### src/rtl/serial_addsub_seq.sv
// Bit-serial two's-complement add/subtract sequencer: one full-adder cell, LSB first, one bit per clock.
// Optional macro SERIAL_ADDSUB_SAT_EN: saturate s on signed overflow (cout/overflow still report the wrapped result).
module serial_addsub_seq #(
    parameter int n = 4
) (
    input  logic         clk,
    input  logic         rst_n,
    input  logic         start,
    input  logic         op,
    input  logic [n-1:0] x,
    input  logic [n-1:0] y,
    output logic         busy,
    output logic         done,
    output logic [n-1:0] s,
    output logic         cout,
    output logic         overflow
);

    localparam int cw = $clog2(n);
    localparam logic [cw-1:0] last = cw'(n - 1);

    typedef enum logic [1:0] {
        IDLE,
        CALC,
        DONE
    } state_t;

    state_t state, state_nx;

    logic [cw-1:0] cnt;
    logic [n-1:0]  a_sh, b_sh, res_sh;
    logic          carry, xs, bs;

    logic          sum_bit, carry_nx, ovf_nx;
    logic [n-1:0]  res_nx, s_fin;

    always_ff @(posedge clk) begin
        if (!rst_n) state <= IDLE;
        else        state <= state_nx;
    end

    always_comb begin
        state_nx = state;
        busy     = 1'b0;
        done     = 1'b0;
        case (state)
            IDLE: if (start) state_nx = CALC;
            CALC: begin
                busy = 1'b1;
                if (cnt == last) state_nx = DONE;
            end
            DONE: begin
                busy     = 1'b1;
                done     = 1'b1;
                state_nx = IDLE;
            end
            default: state_nx = IDLE;
        endcase
    end

    // The last CALC edge commits the result, so flags are derived from the shifted-in final bit.
    always_comb begin
        sum_bit  = a_sh[0] ^ b_sh[0] ^ carry;
        carry_nx = (a_sh[0] & b_sh[0]) | (a_sh[0] & carry) | (b_sh[0] & carry);
        res_nx   = {sum_bit, res_sh[n-1:1]};
        ovf_nx   = (xs & bs & ~res_nx[n-1]) | (~xs & ~bs & res_nx[n-1]);
        s_fin    = res_nx;
`ifdef SERIAL_ADDSUB_SAT_EN
        if (ovf_nx) s_fin = xs ? {1'b1, {(n-1){1'b0}}} : {1'b0, {(n-1){1'b1}}};
`endif
    end

    always_ff @(posedge clk) begin
        if (!rst_n) begin
            cnt      <= '0;
            a_sh     <= '0;
            b_sh     <= '0;
            res_sh   <= '0;
            carry    <= 1'b0;
            xs       <= 1'b0;
            bs       <= 1'b0;
            s        <= '0;
            cout     <= 1'b0;
            overflow <= 1'b0;
        end else begin
            case (state)
                IDLE: begin
                    if (start) begin
                        a_sh   <= x;
                        b_sh   <= op ? ~y : y;
                        carry  <= op;
                        cnt    <= '0;
                        res_sh <= '0;
                        xs     <= x[n-1];
                        bs     <= op ? ~y[n-1] : y[n-1];
                    end
                end
                CALC: begin
                    a_sh   <= {1'b0, a_sh[n-1:1]};
                    b_sh   <= {1'b0, b_sh[n-1:1]};
                    carry  <= carry_nx;
                    res_sh <= res_nx;
                    cnt    <= cnt + cw'(1);
                    if (cnt == last) begin
                        s        <= s_fin;
                        cout     <= carry_nx;
                        overflow <= ovf_nx;
                    end
                end
                default: ;
            endcase
        end
    end

endmodule

### config.mk
export PLATFORM = sky130hd
export DESIGN_NAME = serial_addsub_seq
export DESIGN_NICKNAME = d
export VERILOG_FILES = /design/src/rtl/serial_addsub_seq.sv
export SDC_FILE = /design/constraint.sdc
export NUM_CORES = 1
export LEC_CHECK = 0
export CORE_MARGIN = 5
export CORE_UTILIZATION = 43
export CTS_CLUSTER_DIAMETER = 50
export DETAILED_ROUTE_END_ITERATION = 16
export DONT_BUFFER_PORTS = 1
export HOLD_SLACK_MARGIN = 0.06
export PLACE_DENSITY = 0.69
export SYNTH_ARGS = -nofsm -noshare
export SYNTH_HDL_FRONTEND = slang
export SYNTH_SLANG_ARGS = --single-unit
### constraint.sdc
create_clock -name clk -period 1.28 [get_ports clk]
set_input_delay 0.256 -clock clk [delete_from_list [all_inputs] [get_ports clk]]
set_output_delay 0.256 -clock clk [all_outputs]
set_load 0.005 [all_outputs]
==> results.yml <==
synthesis:
  ys_seq_area_share_pct: 41.8
  synth_xor_area_share_pct: 3.05
  synth_top_cells_by_area: "dfxtp_1, a21oi_1, nand2_1"
  avgSynthCellArea_um2: 9.13
  syn_area_um2: 1150
  synth_seq_cells: 24
  synth_cells: 126
  yosys.area.top_type: "dfxtp_1"
  synth_top_area_share_pct: 41.8
  yosysWarnings: 0
  yosys.area_share.adder_pct: 6.09
  synth_compound_area_share_pct: 18.2
  synth_simple_gate_area_share_pct: 16.1
  synth.distinct_cells: 31
  synth_mux_area_share_pct: 4.79
  syn_nets: 143
  synth_top_family_by_area: "compound AO/OA/AOI/OAI gates"
route:
  met3WireLength_um: 106
  vias_per_cell: 5.49
  met2_length_um: 1280
  route.detailed.drc: 0
  wl_per_cell_um: 14.1
  first_pass_iters: 4
  via_count: 911
  routedLengthMet1_um: 950
  drtAntennaViolNets: 0
  drt_iter0_drc: 24
  dr.max_layer_used: "met4"
  wl_um: 2350
timing:
  fin_skew_ns: 0.00173
  tightest_slew_ns: 0.337
  fin_crit_sh_pct: 110
  finalSetupViolCount: 7
  min_period_ns: 1.41
  fmax_mhz: 709
  finalWorstSetupSlack_ns: -0.130
  slew_headroom_pct: 77.5
  drv_slew: 0
  rsz0062_at_grt: "true"
  fin_tns_setup_ns: -0.277
  final_hold_viol_count: 0
critical_path:
  cp.required_ns: 1.54
  crit_fanout: 4
  start_kind: "flip-flop"
  path_class: "reg -> reg"
  cp-end-kind: "flip-flop"
  arrival_ns: 1.67
floorplan:
  die_h_um: 61.7
  std_cell_rows: 18
  io_pins: 20
  coreArea_um2: 2520
  start_util_pct: 45.6
  die_area_um2: 3810
  die_w_um: 61.7
clocking:
  cts_tree: "yes"
  clock-root-buffer: "clkbuf_4"
  numClockSinks: 24
  cts.clk_slew.worst_paths_ns: 0.13
  cts_buffers: 3
  insertion_delay_ns: 0.31
  clk_path_buf_depth: 2
  htreeDepth: 1
global_route:
  grt_pass1_vias: 865
  gr-usage-all-layers_pct: 13.1
  grt_pass1_wl_um: 3670
  grt_start_max_net_pins: 15
  grt_overflow: 0
  antenna_found_initial: 0
power:
  power_density_nw_per_um2: 1270
  combPwrFrac_pct: 19.1
  p_int_mw: 1.27
  clkPwrFrac_pct: 32.5
  ir_drop_uv: 746
  swShare_pct: 25.1
  p_switching_mw: 0.426
  leakagePower_nw: 0.504
  pwr-share-seq_pct: 48.5
run:
  cap_violations: 0
final_layout:
  multiInputGateArea_um2: 602
  regArea_um2: 485
  antenna_cells: 0
  final_util_pct: 52.7
  area_delta_synth_final_pct: 15.7
  fill_cells: 235
  drive_gt1_share_pct: 24.3
  final_nets: 154
worst_hold_path:
  min_path_type: "in -> reg"
place:
  preCtsSetupSlack_ns: -0.181
  io_buffers: 0
  dp_hpwl_um: 1630
  gp_congestion: 0.737
outcome:
  outcome: "finished, violations left"
  violations: "negative setup slack"
## power by group through the flow
stage	combinational (mW)	sequential, mW	clock [mW]
2_1_floorplan	0.246	0.827	0
3_3_place_gp	0.278	0.831	0
3_5_place_dp	0.290	0.834	0
4_1_cts	0.317	0.820	0.563
5_1_grt	0.357	0.825	0.597
6_report	0.323	0.820	0.549
## final cells by class
type / count / area share, %
repair buffers: 14 / 9.22
clock buffers: 3 / 1.69
inverters: 8 / 2.26
multi-input cells: 86 / 45.2
flip-flops and latches: 24 / 36.5
clock inverters: 1 / 2.26
well taps: 30 / 2.82
## path summary, 6_finish.rpt
kind,startpoint,to,slack [ns],cells after the start
min,x[3],xs$_SDFFE_PN0P_,0.08,2
max reg2reg,a_sh[0]$_SDFFE_PN0P_,overflow$_SDFFE_PN0P_,-0.13,4
max,a_sh[0]$_SDFFE_PN0P_,overflow$_SDFFE_PN0P_,-0.13,4
min reg2reg,a_sh[3]$_SDFFE_PN0P_,a_sh[3]$_SDFFE_PN0P_,0.46,2
## state kept, by name (all words and copies together) (netlist names)
register,count
bs,1
a_sh,4
b_sh,4
cout,1
res_sh,3
xs,1
overflow,1
carry,1
s,4
cnt,2
state,2
## metal layers
metal,vias to the layer above,GRT usage [%]
met3,2,3.10
met2,14,24.1
met5,-,0
met4,0,5.45
met1,442,14.2
li1,453,-
## cells in the mapped netlist
cell,n
clkbuf_1,1
buf_6,4
inv_1,8
o21ai_0,1
fa_1,1
nand2b_1,5
clkbuf_8,1
and2_1,1
ha_1,4
dfxtp_1,24
a311oi_1,1
nand2_1,17
buf_4,3
xnor2_1,1
o211ai_1,4
a21oi_1,13
nor2_1,9
mux2_4,1
nand3b_1,1
nor3_1,1
nand3_1,2
a21oi_2,1
a211oi_1,5
nand4b_1,1
a31oi_1,1
a211oi_2,1
xor2_1,3
nor2b_1,1
mux2i_1,4
or3_1,2
a32oi_1,4
## per-stage QoR
stage	cells	cell area, um2	total power [mW]	hold slack, ns
4_1_cts	165	1320	1.70	0.0710
5_1_grt	166	1330	1.78	0.0772
3_3_place_gp	158	1220	1.11	0.377
3_5_place_dp	158	1220	1.12	0.380
2_1_floorplan	126	1170	1.07	0.394
6_report	166	1330	1.69	0.0806
## cells in the final DEF (no fill, tap or decap), drive strengths merged, types with 3 or more instances in the layout
cell type  synthesis  layout
xor2               3       3
o211ai             4       4
nand2             17      17
a21oi             14      14
nor2               9       9
clkbuf             2       3
dfxtp             24      24
a211oi             6       6
buf                7      12
a32oi              4       4
ha                 4       4
mux2i              4       4
nand2b             5       5
inv                8       8
## timing repair
action	4_1_cts	5_1_grt
pin swaps	3	3
setup endpoints to repair	4	20
endpoints found under the hold margin	2	0
cloned	1	0
gates resized for setup	5	2
hold buffers	2	0
buffers inserted	0	1
## logic make-up after synthesis
kind of cell	after synthesis
compound gates	31
buf+inv	17
xor+xnor	4
simple gates	40
fa+ha+maj	5
mux	5
flops	24
## critical path, cell delays in order (launching register included)
cell,delay (ns)
dfxtp_2,0.36
inv_2,0.04
fa_2,0.50
or3_1,0.33
a31oi_1,0.12
Note: power is estimated with default switching activity, not from simulation.
